===== src/rtl/uncache_mmio_split.sv =====
// Routes LSU accesses to dcache or, for uncached windows, splits them into narrow
// arbiter beats and reassembles read data. Optional watchdog: UNCACHE_MMIO_TIMEOUT_EN.
module uncache_mmio_split #(
    parameter int DATA_W     = 64,
    parameter int BEAT_W     = 32,
    parameter int NUM_REGION = 4,
    parameter logic [NUM_REGION*64-1:0] REGION_BASE = {
        64'h0000_0000_0200_0000,   // CLINT
        64'h0000_0000_3000_0000,   // SPI
        64'h0000_0000_1000_1000,   // SPICTRL
        64'h0000_0000_1000_0000    // UART
    },
    parameter logic [NUM_REGION*64-1:0] REGION_END = {
        64'h0000_0000_0200_FFFF,
        64'h0000_0000_3FFF_FFFF,
        64'h0000_0000_1000_1FFF,
        64'h0000_0000_1000_0FFF
    },
    parameter int CLINT_IDX  = 3,
    parameter int TIMEOUT    = 255
) (
    input  logic                clk,
    input  logic                rst,
    input  logic [63:0]         core_addr,
    input  logic [DATA_W-1:0]   core_data,
    input  logic [DATA_W/8-1:0] core_mask,
    input  logic                core_we,
    input  logic                core_re,
    input  logic                fence_in,
    output logic [DATA_W-1:0]   in_core_data,
    output logic                in_core_finish,
    output logic                in_core_err,
    output logic [2:0]          mmio_sign,
    output logic [63:0]         dcache_addr,
    output logic [DATA_W-1:0]   dcache_data,
    output logic [DATA_W/8-1:0] dcache_mask,
    output logic                dcache_we,
    output logic                dcache_re,
    output logic                dcache_fence,
    input  logic [DATA_W-1:0]   in_dcache_data,
    input  logic                in_dcache_finish,
    output logic [63:0]         arb_addr,
    output logic [DATA_W-1:0]   arb_data,
    output logic [DATA_W/8-1:0] arb_mask,
    output logic                arb_we,
    output logic                arb_re,
    input  logic [DATA_W-1:0]   in_arb_data,
    input  logic                in_arb_finish,
    output logic [1:0]          dbg_state
);
    // Arbiter handshake: arb_re/arb_we is the valid, held with stable addr/data/mask
    // until in_arb_finish (the ready/response) is seen high at a clock edge.

    localparam int NBEAT = DATA_W / BEAT_W;
    localparam int BS    = BEAT_W / 8;
    localparam int MW    = DATA_W / 8;
    localparam int OFF_W = $clog2(MW);
    localparam int KW    = (NBEAT > 1) ? $clog2(NBEAT) : 1;

    typedef enum logic [1:0] {IDLE, ISSUE, WAIT, DONE} state_t;

    state_t             state_q, state_d;
    logic [KW-1:0]      k_q, k_d;
    logic [63:OFF_W]    addr_q;
    logic [DATA_W-1:0]  data_q;
    logic [MW-1:0]      mask_q;
    logic               we_q;
    logic               clint_q;
    logic [DATA_W-1:0]  asm_q;

    logic [NUM_REGION-1:0] region_hit;
    logic                  any_hit, clint_hit, req, start, cached;
    logic                  found, last_k, wd_fire;
    logic [KW-1:0]         first_k;
    logic [OFF_W-1:0]      beat_off;

    always_comb begin
        region_hit = '0;
        for (int r = 0; r < NUM_REGION; r++) begin
            region_hit[r] = (core_addr >= REGION_BASE[r*64 +: 64]) &&
                            (core_addr <= REGION_END[r*64 +: 64]);
        end
    end

    assign any_hit   = |region_hit;
    assign clint_hit = region_hit[CLINT_IDX];
    assign req       = core_re | core_we;
    assign start     = (state_q == IDLE) && req && any_hit;
    assign cached    = (state_q == IDLE) && !any_hit;

    // Lowest beat at or above k with a non-zero strobe slice; empty slices cost no cycles.
    always_comb begin
        found   = 1'b0;
        first_k = '0;
        for (int i = NBEAT - 1; i >= 0; i--) begin
            if ((i >= int'(k_q)) && (mask_q[i*BS +: BS] != '0)) begin
                found   = 1'b1;
                first_k = KW'(i);
            end
        end
    end

    assign last_k   = (k_q == KW'(NBEAT - 1));
    assign beat_off = OFF_W'(int'(k_q) * BS);

    always_comb begin
        state_d = state_q;
        k_d     = k_q;
        case (state_q)
            IDLE: begin
                if (start) begin
                    state_d = ISSUE;
                    k_d     = '0;
                end
            end
            ISSUE: begin
                if (found) begin
                    state_d = WAIT;
                    k_d     = first_k;
                end else begin
                    state_d = DONE;
                end
            end
            WAIT: begin
                if (in_arb_finish) begin
                    if (last_k) begin
                        state_d = DONE;
                    end else begin
                        state_d = ISSUE;
                        k_d     = k_q + KW'(1);
                    end
                end else if (wd_fire) begin
                    state_d = DONE;
                end
            end
            DONE:    state_d = IDLE;
            default: state_d = IDLE;
        endcase
    end

    always_ff @(posedge clk) begin
        if (rst) begin
            state_q <= IDLE;
            k_q     <= '0;
            addr_q  <= '0;
            data_q  <= '0;
            mask_q  <= '0;
            we_q    <= 1'b0;
            clint_q <= 1'b0;
            asm_q   <= '0;
        end else begin
            state_q <= state_d;
            k_q     <= k_d;
            if (start) begin
                addr_q  <= core_addr[63:OFF_W];
                data_q  <= core_data;
                mask_q  <= core_mask;
                we_q    <= core_we;
                clint_q <= clint_hit;
            end
            if ((state_q == WAIT) && in_arb_finish && !we_q) begin
                asm_q[k_q*BEAT_W +: BEAT_W] <= in_arb_data[BEAT_W-1:0];
            end else if (wd_fire) begin
                asm_q[k_q*BEAT_W +: BEAT_W] <= '1;
            end
            if (state_q == DONE) begin
                asm_q <= '0;
            end
        end
    end

`ifdef UNCACHE_MMIO_TIMEOUT_EN
    localparam int WD_W = ($clog2(TIMEOUT + 1) > 8) ? $clog2(TIMEOUT + 1) : 8;

    logic [WD_W-1:0] wd_q;
    logic            err_q;

    // Fires in the TIMEOUT-th consecutive WAIT cycle without a beat completion.
    assign wd_fire = (state_q == WAIT) && !in_arb_finish && (wd_q == WD_W'(TIMEOUT - 1));

    always_ff @(posedge clk) begin
        if (rst) begin
            wd_q  <= '0;
            err_q <= 1'b0;
        end else begin
            if ((state_q == WAIT) && !in_arb_finish) begin
                wd_q <= wd_q + WD_W'(1);
            end else begin
                wd_q <= '0;
            end
            if (wd_fire) begin
                err_q <= 1'b1;
            end else if (state_q == DONE) begin
                err_q <= 1'b0;
            end
        end
    end

    assign in_core_err = (state_q == DONE) && err_q;
`else
    assign wd_fire     = 1'b0;
    assign in_core_err = 1'b0;
`endif

    logic unused_bits;
    assign unused_bits = ^{in_arb_data, 32'(TIMEOUT)};

    always_comb begin
        arb_re   = (state_q == WAIT) && !we_q;
        arb_we   = (state_q == WAIT) && we_q;
        arb_addr = '0;
        arb_data = '0;
        arb_mask = '0;
        if (state_q == WAIT) begin
            arb_addr = {addr_q, beat_off};
            arb_data = DATA_W'(data_q[k_q*BEAT_W +: BEAT_W]);
            arb_mask = MW'(mask_q[k_q*BS +: BS]);
        end
    end

    always_comb begin
        dcache_addr  = cached ? core_addr : '0;
        dcache_data  = cached ? core_data : '0;
        dcache_mask  = cached ? core_mask : '0;
        dcache_we    = cached && core_we;
        dcache_re    = cached && core_re;
        dcache_fence = fence_in;
    end

    always_comb begin
        in_core_data   = '0;
        in_core_finish = 1'b0;
        if (state_q == DONE) begin
            in_core_data   = asm_q;
            in_core_finish = 1'b1;
        end else if (cached) begin
            in_core_data   = in_dcache_data;
            in_core_finish = req && in_dcache_finish;
        end
    end

    // Once latched, the transaction's own region decides the sign, not the live address.
    always_comb begin
        if (!req) begin
            mmio_sign = 3'b000;
        end else if (state_q != IDLE) begin
            mmio_sign = clint_q ? 3'b010 : 3'b100;
        end else begin
            mmio_sign = clint_hit ? 3'b010 : 3'b100;
        end
    end

    assign dbg_state = state_q;

endmodule


===== config.mk =====
export PLATFORM = sky130hd
export DESIGN_NAME = uncache_mmio_split
export DESIGN_NICKNAME = d
export VERILOG_FILES = /design/src/rtl/uncache_mmio_split.sv
export SDC_FILE = /design/constraint.sdc
export NUM_CORES = 1
export LEC_CHECK = 0
export ABC_AREA = 1
export CORE_AREA = 2 2 238 240
export CTS_CLUSTER_SIZE = 16
export DETAILED_ROUTE_END_ITERATION = 16
export DIE_AREA = 0 0 240 242
export SLEW_MARGIN = 10
export SYNTH_ARGS = -nofsm -noshare
export SYNTH_HDL_FRONTEND = slang
export SYNTH_SLANG_ARGS = --single-unit
export TNS_END_PERCENT = 50

===== constraint.sdc =====
create_clock -name clk -period 2.6 [get_ports clk]
set_input_delay 0.65 -clock clk [delete_from_list [all_inputs] [get_ports clk]]
set_output_delay 0.65 -clock clk [all_outputs]
set_load 0.05 [all_outputs]

* After elaboration in Yosys (flattened, before gate mapping)
Index checks and enable logic that the tools add are counted.
** Operators by class
- Add/sub/neg operators :: 2
- Order comparisons :: 9
- Eq/ne operators :: 6
- Shift operators :: 4
- Mux-type cells :: 28
- Bitwise gates (word level) :: 1
- Reduce and logical (&&, ||, !) cells :: 26
** Operators by type and width (number)
- $mux 64 :: 5
- $ge 64x29->1 const B :: 2
- $le 64x29->1 const B :: 2
- $bwmux 64 :: 1
- $ge 64x26->1 const B :: 1
- $ge 64x30->1 const B :: 1
- $le 64x26->1 const B :: 1
- $le 64x30->1 const B :: 1
- $shift 32x34->64 const A :: 1
- $shiftx 32x34->64 :: 1
- $shiftx 64x7->32 :: 1
- $neg 6->34 :: 1
- $mux 32 :: 1
- $logic_and 1x1->1 :: 15
- $mux 3 :: 4
- $mux 1 :: 10
- $mux 8 :: 1
- $pmux 2 s4 :: 1
- $reduce_bool 4->1 :: 2
- $shiftx 8x4->4 :: 1
- $mux 2 :: 3
- $ne 2x2->1 const B :: 3
- $eq 2x2->1 const B :: 2
- $mux 4 :: 1
- other kinds (13) :: 14
** Word-level totals
- Register bits after elaboration :: 202
- Input bits :: 271
- Output and inout bits :: 348
- Word-level logic and storage cells :: 84

* Logic depth before layout (Yosys ltp)
Gate-level depths: netlist of the first run.
- Word-level depth :: 7
- Depth in mapped cells :: 15
- Depth with buffers taken out :: 15

* Least setup slack after synthesis of the first run
Ideal clock, no wire load.
- Path type :: in2out
- Start point :: in core_addr[30]
- End point :: out in_core_data[11]
- Arrival :: 2.886 ns
- Path slack :: -0.936 ns
- Stages :: 12
- Path through :: nor2_1 -> nand2_1 -> nor2_2 -> nand2_1 -> nor2_1 -> nor2_1 -> nand3_1 -> nand2_1 -> nor2_1 -> nand2_2 -> clkbuf_1 -> o21ai_0
** On the way
- Longest elaborated chain between the ends :: 7
- Elaborated cells between the ends (all ways) :: 17
- Those cells by class :: order compare (8); mux (2); reduce/logical (7)
** RTL lines
- start, declared :: line 24 : input logic [63:0] core_addr,
- $ge 64x29->1 (tied with other cells) :: line 80 : region_hit[r] = (core_addr >= REGION_BASE[r*64 +: 64]) &&
- $logic_and 1x1->1 :: line 80
- $reduce_or 4->1 * :: line 85 : assign any_hit = |region_hit;
- $logic_not 1->1 * :: line 89 : assign cached = (state_q == IDLE) && !any_hit;
- $logic_and 1x1->1 * :: line 89
- $mux 64 * :: line 236 : end else if (cached) begin
- $mux 64 * :: line 233 : if (state_q == DONE) begin
- end, declared :: line 30 : output logic [DATA_W-1:0] in_core_data,
Every way passes the cells marked *; elsewhere a longest branch is shown, timed or not.

* Worst setup path after layout of the first run
- Start point :: in core_addr[25]
- End point :: out in_core_data[5]
Same word-level chain as after synthesis.

==> metrics.csv, run 1 <==
stage;metric;value;unit
status;status;finished with violations;
status;violations;negative setup slack;
logic_synthesis;synth_area;10300;sq um
routing;totalWireLength;47000;microns
global_route;grt_pass1_vias;12200;
final_layout;final_common_cell;nor2_1;
final_layout;drive_gt1_share;31.7;%
logic_synthesis;ys_types;24;
clock_network;clk_latency;0.55;ns
timing;min_period_over_period;120;%
clock_network;ctsHtreeMaxLevel;1;
logic_synthesis;syn_area_per_cell;6.40;sq um
pwr;netSwitchingFraction;29.1;%
routing;antenna_left;0;
clock_network;clk_path_buf_depth;3;
floorplanning;core;55700;sq um
floorplanning;dieHeight;242;microns
routing;drtIter0Drc;378;
routing;drcViolationCount;0;
logic_synthesis;synthCells;1615;
pwr;p_int;6.37;mW
timing;layout_setup_ws;-0.532;ns
timing;hold_viol;0;
logic_synthesis;synth_top_area_share;39.1;%
timing;whs;0.399;ns
routing;via_per_inst;4.12;
timing;relSlewSlack;61.3;%
global_route;grt_first_pass_wirelength;69200;microns
logic_synthesis;synth_top_area_cell;dfxtp_1;
timing;slew_viol_final;0;
floorplanning;io-pin-count;619;
global_route;overflow;0;
logic_synthesis;yosysWarnings;0;
clock_network;clk_pin_slew;0.05;ns
floorplanning;rows;87;
logic_synthesis;ys_top_cells_by_area;dfxtp_1 (39%), nor2_1 (12%), inv_1 (9.1%), o21ai_0 (8.2%), a21oi_1 (7.1%);
pwr;comb_power_share;21.7;%
routing;first_pass_iters;4;
timing;min_period;3.13;ns
floorplanning;die_w;240;microns
worst_setup_path;crit_fanout;6;
logic_synthesis;ys_seq_area_share;39.1;%
placed_design;place_area;17900;sq um
routing;wl_per_cell;15.7;microns
clock_network;cts_tree;built;
clock_network;numCtsBuffers;25;
final_layout;syn_to_final_growth;91.9;%
worst_setup_path;startpoint_type;input pin;
placed_design;routabilityCongestion;0.884;
min_path;hold_path.class;input pin to register;
logic_synthesis;synth_seq_cells;202;
worst_setup_path;worst_setup_path_end_kind;output pin;
placed_design;dpl.hpwl;35500;microns
clock_network;root_buffer;clkbuf_16;
final_layout;final_cell_mix;nor2_1 (257), buf_4 (249), inv_1 (244), dfxtp_1 (200);
worst_setup_path;reg2reg_slack;0.16;ns
clock_network;cts.sinks;202;
global_route;grt_antenna_before_repair;1;
routing;vias;12300;
pwr;leakage;9.35;nW
timing;max_freq;319;MHz
pwr;p_switching;2.61;mW
worst_setup_path;cp_data_arrival_time;2.48;ns
timing;worstMarginPinSlew;0.579;ns
final_layout;n_fill_cell;5768;
final_layout;final_cell_area;19800;sq um
timing;skew;0.0177;ns
placed_design;io_buffer_count;544;
floorplanning;initial_core_util;18.6;%
pwr;p_seq_share;34.5;%
pwr;powerDensity;453;nW/um^2
final_layout;fin_nets;2499;
worst_setup_path;critical_path_required;1.95;ns
run;maxCapViolCount;0;
global_route;grt_use_total;15.2;%
timing;setup_viol;293;
pwr;clkPwrFrac;43.9;%
global_route;grt_max_degree;65;
floorplanning;dieArea;58100;sq um
worst_setup_path;critPathKind;input pin to output pin;
timing;rsz0062_at_grt;yes;
pwr;ir_worst_vdd;0.411;mV
==> cells in the mapped netlist <==
cell type and count:
nor2_1 333, inv_1 252, dfxtp_1 202, nand2_1 196
o21ai_0 170, a21oi_1 147, o21ai_1 99, clkbuf_1 59
nand3_1 43, buf_4 41, buf_2 22, buf_6 21
buf_1 9, ha_1 5, inv_2 4, nand4_1 4
clkinv_1 1, conb_1 1, nand2_2 1, nor2_2 1
nor4_1 1, o21ai_4 1, o41ai_1 1, or2_1 1
==> metrics by stage <==
| stage | utilization, % | setup WS, ns | power (mW) | cells | setup TNS [ns] |
|---|---|---|---|---|---|
| after detailed placement | 32.1 | -1.12 | 4.99 | 2913 | -246.51 |
| after floorplan | - | -0.496 | 4.24 | 1654 | -76.26 |
| final | 35.6 | -0.532 | 8.98 | 2997 | -106.12 |
| after CTS | 35.3 | -0.539 | 9.07 | 2993 | -103.07 |
| after global placement | 32.1 | -1.13 | 4.99 | 2913 | -252.71 |
| after global routing | 35.6 | -0.641 | 9.30 | 2997 | -140.42 |
==> power by group through the flow <==
stage / Clock, mW / Combinational [mW] / Sequential [mW]
floorplan: 0 / 1.07 / 3.16
global placement: 0 / 1.82 / 3.16
detailed placement: 0 / 1.83 / 3.16
CTS: 4.04 / 1.93 / 3.09
global route: 4.17 / 2.03 / 3.09
finish: 3.94 / 1.95 / 3.10
==> metal layers <==
layer / track usage [%] / wire (microns) / share of wire (%)
met1: 17.6 / 19000 / 40
met2: 27.3 / 23100 / 49
met3: 4.05 / 3550 / 7.5
met4: 4.29 / 1450 / 3.1
met5: 0 / 0 / 0
==> registers in the layout (all words and copies together), names as in the netlist <==
register and cells:
asm_q 64, data_q 64, addr_q 61, mask_q 8, dbg_state 2, clint_q 1
k_q 1, we_q 1
==> cell type report <==
class | count | area [sq um] | area share (%)
Antenna cell | 1 | 2.50 | 0.0126
Tap cell | 756 | 946 | 4.77
Sequential cell | 202 | 4050 | 20.4
Timing Repair Buffer | 694 | 7380 | 37.2
Clock buffer | 33 | 706 | 3.56
Multi-Input combinational cell | 1043 | 5570 | 28.1
Inverter | 257 | 975 | 4.91
Clock inverter | 11 | 224 | 1.13
==> logic make-up after synthesis <==
| logic type | Yosys count | synth area share, % |
|---|---|---|
| flip-flops | 202 | 39.1 |
| AND/OR/NAND/NOR | 580 | 21.8 |
| buffers and inverters | 409 | 18.1 |
| adder cells (fa/ha/maj) | 5 | 0.605 |
| AO/OA/AOI/OAI | 418 | 20.4 |
| other | 1 | 0.0363 |
==> critical path, cell delays in order <==
cell and delay, ns:
buf_8 0.10, nor2_4 0.11, nand2_4 0.07, nor2_4 0.14, nand2_2 0.09, nor2_4 0.10, nor2_1 0.06, nand3_2 0.07
nand2_2 0.07, nor2_4 0.15, nand2_8 0.09, buf_12 0.16, buf_12 0.15, buf_8 0.13, o21ai_4 0.14, buf_6 0.17
==> what timing repair did <==
action,in CTS,in global routing
hold buffers,0,0
gates resized for setup,425,36
pin swaps,61,24
gates cloned,3,1
setup buffers,34,2
endpoints found under the setup margin,298,307
==> final timing paths <==
| path | from | end | depth (start not counted) |
|---|---|---|---|
| setup / recovery | core_addr[25] | in_core_data[5] | 16 |
| hold / removal | core_addr[21] | addr_q[21] | 3 |
| setup reg to reg | dbg_state[0] | asm_q[41] | 12 |
| hold reg to reg | addr_q[49] | addr_q[49] | 2 |
Power figures use the tool's default switching activity.
==> run 2: changes to the inputs <==
--- a/config.mk
+++ b/config.mk
@@ -6,10 +6,10 @@
 export NUM_CORES = 1
 export LEC_CHECK = 0
 export ABC_AREA = 1
-export CORE_AREA = 2 2 238 240
+export CORE_AREA = 2 2 239 241
 export CTS_CLUSTER_SIZE = 16
 export DETAILED_ROUTE_END_ITERATION = 16
-export DIE_AREA = 0 0 240 242
+export DIE_AREA = 0 0 241 243
 export SLEW_MARGIN = 10
 export SYNTH_ARGS = -nofsm -noshare
 export SYNTH_HDL_FRONTEND = slang
==> constraint.sdc (replaced) <==
create_clock -name clk -period 3.55 [get_ports clk]
set_input_delay 0.71 -clock clk [delete_from_list [all_inputs] [get_ports clk]]
set_output_delay 0.71 -clock clk [all_outputs]
set_load 0.05 [all_outputs]
==> run 2 against run 1 <==
Net effect:
- the run now ends clean
- register-to-register slack improved by 0.34 ns
- clock power down 28%
- routed wire length fell by 1.2%
- global-route usage fell by 0.16 points
- combinational power down 14%
- cell area increased by 3.4%
- core utilization grew 1.1 points
- first-iteration DRC count shrank 4.0%
- sequential share of layout area decreased by 0.68 points
- power shrank 24%
==> metrics.csv, run 2 (same netlist as run 1, synthesis figures left out) <==
stage;metric;value;unit
status;status;finished, final reports clean;
timing;worstMarginPinSlew;0.647;ns
timing;layout_setup_ws;0.0548;ns
placed_design;io_buffer_count;544;
timing;slew_viol_final;0;
placed_design;place_ws;-0.494;ns
timing;min_period;3.50;ns
clock_network;cts.sinks;202;
worst_setup_path;worstSetupStartpoint;core_addr[23];
pwr;p_int;4.80;mW
worst_setup_path;slowest_stage;dlygate4sd2_1;
worst_setup_path;crit_end;dcache_addr[33];
global_route;grt_pass1_vias;11500;
pwr;ir_worst_vdd;0.331;mV
routing;totalWireLength;46500;microns
floorplanning;dieArea;58600;sq um
floorplanning;die_w;241;microns
clock_network;clk_pin_slew;0.06;ns
final_layout;utilization;36.7;%
worst_setup_path;worstPathCellList;dlygate4sd2_1, nor2_2, nand2_2, nor2_4, nand2_2, nor2_2, nor2_1, nand3_1, nand2_2, nor2_4, nand2_8, buf_16, buf_12, nor2_1, buf_12;
routing;vias;11800;
worst_setup_path;cp_num_cells;15;
final_layout;final_common_cell;inv_1;
timing;max_freq;286;MHz
routing;drtIter0Drc;363;
floorplanning;core;56000;sq um
clock_network;cts_tree;built;
worst_setup_path;r2r_end;asm_q[51];
placed_design;routabilityCongestion;0.854;
timing;relSlewSlack;56.8;%
final_layout;fin_nets;2443;
final_layout;reg_top3;asm_q: 64 flops, data_q: 64 flops, addr_q: 61 flops;
worst_setup_path;slowest_delay;0.26;ns
final_layout;syn_to_final_growth;98.4;%
final_layout;final_cell_area;20500;sq um
worst_setup_path;crit_buf_inv;4;
timing;min_period_over_period;98.5;%
global_route;overflow;0;
pwr;comb_power_share;24.6;%
worst_setup_path;crit_fanout;24;
pwr;p_seq_share;33.4;%
worst_setup_path;reg2reg_depth;9;
routing;drcViolationCount;0;
min_path;hold_path.class;register to register;
global_route;grt_first_pass_wirelength;68200;microns
final_layout;drive_gt1_share;26.2;%
routing;via_per_inst;4.03;
routing;antenna_left;0;
pwr;p_switching;1.98;mW
clock_network;root_buffer;clkbuf_16;
clock_network;clk_latency;0.55;ns
placed_design;dpl.hpwl;35400;microns
timing;rsz0062_at_grt;yes;
timing;hold_viol;0;
worst_setup_path;worst_r2r_startpoint;dbg_state[0];
floorplanning;initial_core_util;18.5;%
floorplanning;io-pin-count;619;
worst_setup_path;crit_top_cell;nand2_2;
pwr;clkPwrFrac;42.0;%
pwr;netSwitchingFraction;29.2;%
global_route;grt_max_degree;46;
worst_setup_path;critical_path_required;2.84;ns
worst_setup_path;worst_setup_path_end_kind;output pin;
worst_setup_path;reg2reg_slack;0.50;ns
run;maxCapViolCount;0;
worst_setup_path;startpoint_type;input pin;
floorplanning;rows;87;
final_layout;num_antenna_cells;0;
final_layout;n_fill_cell;5792;
worst_setup_path;cp_data_arrival_time;2.79;ns
placed_design;dp_cells;2886;
global_route;grt_use_total;15.1;%
worst_setup_path;cp_top_family;simple AND/OR/NAND/NOR gates;
floorplanning;dieHeight;243;microns
final_layout;final_cells;2942;
timing;setup_viol;0;
worst_setup_path;critPathKind;input pin to output pin;
clock_network;numCtsBuffers;26;
pwr;leakage;10.4;nW
final_layout;final_cell_mix;inv_1 (244), buf_12 (215), dfxtp_1 (201), nor2_1 (200), clkdlybuf4s50_1 (197);
placed_design;place_area;18800;sq um
global_route;grt_antenna_before_repair;5;
routing;first_pass_iters;4;
pwr;powerDensity;331;nW/um^2
routing;wl_per_cell;15.8;microns
timing;skew;0.0105;ns
clock_network;clk_path_buf_depth;3;
clock_network;ctsHtreeMaxLevel;1;
==> run 2: changes by cell type in the layout (fill, tap and decap cells not counted), sizes merged, moves of 2 or more <==
| cell | change |
|---|---|
| bufinv | -2 |
| clkinv | +5 |
| clkinvlp | +3 |
| inv | -4 |
| clkdlybuf4s15 | +4 |
| dlygate4sd2 | +42 |
| clkdlybuf4s50 | +11 |
| dlymetal6s2s | +54 |
| buf | -173 |
| clkbuf | +5 |
==> run 2: tightest hold or removal path: cells and delay by family, from the launching register on <==
kind	cells	cell delay [ns]
DFF	1	0.31
and+or+nand+nor	2	0.09
==> run 2: routing by layer <==
| layer | track usage (%) | wire, microns | up-vias |
|---|---|---|---|
| met4 | 4.07 | 1240 | 6 |
| met3 | 4.50 | 3710 | 65 |
| li1 | - | - | 6048 |
| met1 | 17.0 | 18300 | 5312 |
| met5 | 0 | 38 | - |
| met2 | 27.3 | 23100 | 416 |
==> run 2: worst min-delay path by stage <==
stage | start | to | cells after the start
after floorplan | addr_q[30] | addr_q[30] | 2
after global placement | addr_q[63] | addr_q[63] | 2
after detailed placement | addr_q[40] | addr_q[40] | 2
after CTS | addr_q[61] | addr_q[61] | 2
after global routing | addr_q[45] | addr_q[45] | 2
final | addr_q[33] | addr_q[33] | 2
==> run 2: area by class of cell <==
type	count	area (sq um)	share of cell area, %
well taps	756	946	4.61
clock buffers	34	742	3.62
flip-flops and latches	202	4050	19.7
multi-input cells	1043	5210	25.4
inverters	257	980	4.77
repair buffers	637	8430	41.1
clock inverters	13	176	0.860
==> run 2: repair_timing <==
item | 4_1_cts | 5_1_grt
hold buffers | 0 | 0
resized for setup | 114 | 277
cloned | 2 | 1
endpoints found under the setup margin | 209 | 247
pin swaps | 33 | 18
endpoints found under the hold margin | 0 | 0
setup buffers | 5 | 2
==> run 2: power by group through the flow <==
| stage | sequential (mW) | clock, mW | combinational (mW) |
|---|---|---|---|
| after floorplan | 2.32 | 0 | 0.733 |
| after global routing | 2.27 | 3.04 | 1.74 |
| final | 2.27 | 2.85 | 1.67 |
| after global placement | 2.32 | 0 | 1.63 |
| after detailed placement | 2.32 | 0 | 1.64 |
| after CTS | 2.27 | 2.96 | 1.63 |
==> run 2: stage by stage <==
stage	power, mW	setup TNS (ns)	hold WS [ns]
2_1_floorplan	3.05	-3.12	0.418
3_3_place_gp	3.95	-89.53	0.426
3_5_place_dp	3.95	-86.33	0.428
4_1_cts	6.86	0	0.438
5_1_grt	7.04	-4.99	0.452
6_report	6.79	0	0.437
==> run 3: changes to the inputs <==
--- a/config.mk
+++ b/config.mk
@@ -6,10 +6,13 @@
 export NUM_CORES = 1
 export LEC_CHECK = 0
 export ABC_AREA = 1
+export CAP_MARGIN = 20
 export CORE_AREA = 2 2 239 241
 export CTS_CLUSTER_SIZE = 16
 export DETAILED_ROUTE_END_ITERATION = 16
 export DIE_AREA = 0 0 241 243
+export GPL_TIMING_DRIVEN = 0
+export SETUP_SLACK_MARGIN = 0.2
 export SLEW_MARGIN = 10
 export SYNTH_ARGS = -nofsm -noshare
 export SYNTH_HDL_FRONTEND = slang
==> run 3 against run 2 <==
Net effect:
- core utilization is 1.2 points lower
- clock power is 3% lower
- count of clock-buffer cells in the layout is 2 higher
- sequential share of layout area is 0.65 points higher
- worst hold slack better by 0.0014 ns
- setup slack better by 0.11 ns
- via count is 6.5% higher
- cell area is 3.2% lower
- sequential power hardly changed
- sequential cell count stayed put
- combinational power is 13% lower
==> metrics.csv, run 3 (same netlist as run 1, synthesis figures left out) <==
stage;metric;value;unit
final_layout;final_common_cell;inv_1;
final_layout;final_cells;3041;
routing;via_per_inst;4.15;
clock_network;clk_latency;0.55;ns
timing;hold_viol;0;
floorplanning;dieArea;58600;sq um
floorplanning;rows;87;
final_layout;syn_to_final_growth;92.1;%
final_layout;ff_latch_area;4040;sq um
placed_design;dpl.hpwl;41900;microns
clock_network;cts.sinks;202;
final_layout;drive_gt1_share;28.8;%
timing;worstMarginPinSlew;0.949;ns
final_layout;reg_top3;asm_q: 64 flops, data_q: 64 flops, addr_q: 61 flops;
floorplanning;die_w;241;microns
global_route;grt_use_met1;21.8;%
global_route;grt_first_pass_wirelength;75800;microns
clock_network;clk_path_buf_depth;3;
floorplanning;core;56000;sq um
global_route;overflow;0;
global_route;grt_use_met2;30.4;%
placed_design;io_buffer_count;545;
timing;min_period_over_period;95.5;%
timing;rsz0062_at_grt;yes;
final_layout;n_fill_cell;5984;
routing;wl_per_cell;18.2;microns
pwr;ir_worst_vdd;0.269;mV
placed_design;routabilityCongestion;0.878;
worst_setup_path;worst_setup_path_end_kind;output pin;
clock_network;numCtsBuffers;26;
routing;drcViolationCount;0;
timing;slew_viol_final;0;
clock_network;ctsHtreeMaxLevel;1;
global_route;grt_antenna_before_repair;1;
timing;min_period;3.39;ns
min_path;hold_path.class;register to register;
global_route;busiest_layer;met2;
status;status;finished, final reports clean;
routing;antenna_left;0;
global_route;gr-usage-met3;3.29;%
timing;setup_viol;0;
worst_setup_path;critical_path_required;2.84;ns
worst_setup_path;cp_data_arrival_time;2.68;ns
floorplanning;io-pin-count;619;
worst_setup_path;startpoint_type;input pin;
final_layout;final_cell_mix;inv_1 (245), nor2_1 (214), dfxtp_1 (202), clkdlybuf4s50_1 (189), nand2_1 (188);
routing;totalWireLength;55300;microns
final_layout;num_antenna_cells;0;
routing;first_pass_iters;6;
timing;max_freq;295;MHz
worst_setup_path;crit_fanout;10;
timing;skew;0.00838;ns
global_route;grt_pass1_vias;11800;
final_layout;utilization;35.5;%
floorplanning;initial_core_util;18.5;%
placed_design;dp_cells;2955;
clock_network;root_buffer;clkbuf_16;
clock_network;cts_tree;built;
pwr;leakage;9.58;nW
run;maxCapViolCount;0;
clock_network;clk_pin_slew;0.05;ns
global_route;grt_use_total;17.3;%
global_route;grt_max_degree;14;
routing;drtIter0Drc;522;
worst_setup_path;critPathKind;input pin to output pin;
timing;finalSetupTns;0;ns
floorplanning;dieHeight;243;microns
timing;relSlewSlack;36.7;%
pwr;powerDensity;327;nW/um^2
routing;vias;12600;
final_layout;fin_nets;2541;
final_layout;multiInputGateArea;5690;sq um
==> run 3: cell count changes in the layout (fill, tap and decap cells not counted), sizes merged, moves of 2 or more <==
cell and change:
clkdlybuf4s15 +61, dlymetal6s2s -42, clkdlybuf4s50 -8, dlygate4sd2 +2, inv +3, clkbuf +87, buf -2
==> run 3: layout make-up <==
| type | count | area share [%] |
|---|---|---|
| Clock buffer | 36 | 3.67 |
| Timing Repair inverter | 1 | 0.0567 |
| Timing Repair Buffer | 581 | 30.5 |
| Tap cell | 756 | 4.76 |
| Clock inverter | 12 | 0.819 |
| Sequential cell | 202 | 20.4 |
| Buffer | 152 | 6.16 |
| Multi-Input combinational cell | 1044 | 28.7 |
| Inverter | 257 | 4.99 |
==> run 3: per-stage QoR <==
stage	setup slack (ns)	total power, mW	cell area [sq um]	hold slack (ns)
after floorplan	-0.106	3.06	10600	0.418
after global placement	-1.73	3.66	17000	0.427
after global routing	-0.00376	6.72	19900	0.446
final	0.160	6.49	19900	0.438
after CTS	0.0166	6.46	18300	0.411
after detailed placement	-1.73	3.66	17000	0.429
==> run 3: what timing repair did <==
action / in CTS / in global routing
resized for setup: 1713 / 460
setup buffers: 11 / 8
hold buffers: 0 / 0
pin swaps: 26 / 50
cloned: 6 / 13
setup endpoints to repair: 305 / 301
==> run 3: worst max-delay path, cell delays in order <==
cell	delay (ns)
buf_8	0.10
nor2_4	0.10
nand2_2	0.07
nor2_4	0.17
nand2_2	0.09
nor2_4	0.09
nor2_1	0.04
nand3_1	0.07
nand2_2	0.07
nor2_4	0.23
nand2_8	0.12
buf_4	0.16
clkbuf_4	0.19
nor2_2	0.18
clkbuf_4	0.27
==> run 3: report_power, final <==
group | internal [mW] | total, mW | switching, mW
combinational | 0.573 | 1.46 | 0.883
clock | 1.66 | 2.77 | 1.11
sequential | 2.27 | 2.27 | 0.000000000166
==> run 3: final timing paths <==
| check | from | end | slack [ns] | cells after the start |
|---|---|---|---|---|
| hold reg to reg | addr_q[49] | addr_q[49] | 0.44 | 2 |
| hold / removal | addr_q[49] | addr_q[49] | 0.44 | 2 |
| setup / recovery | core_addr[21] | dcache_addr[4] | 0.16 | 15 |
| setup reg to reg | dbg_state[0] | asm_q[62] | 0.62 | 12 |
==> run 3: routing by layer <==
layer	share of wire [%]	up-vias
met3	6.9	60
met1	42	5819
met4	2.1	0
li1	-	6254
met2	49	488
met5	0	-
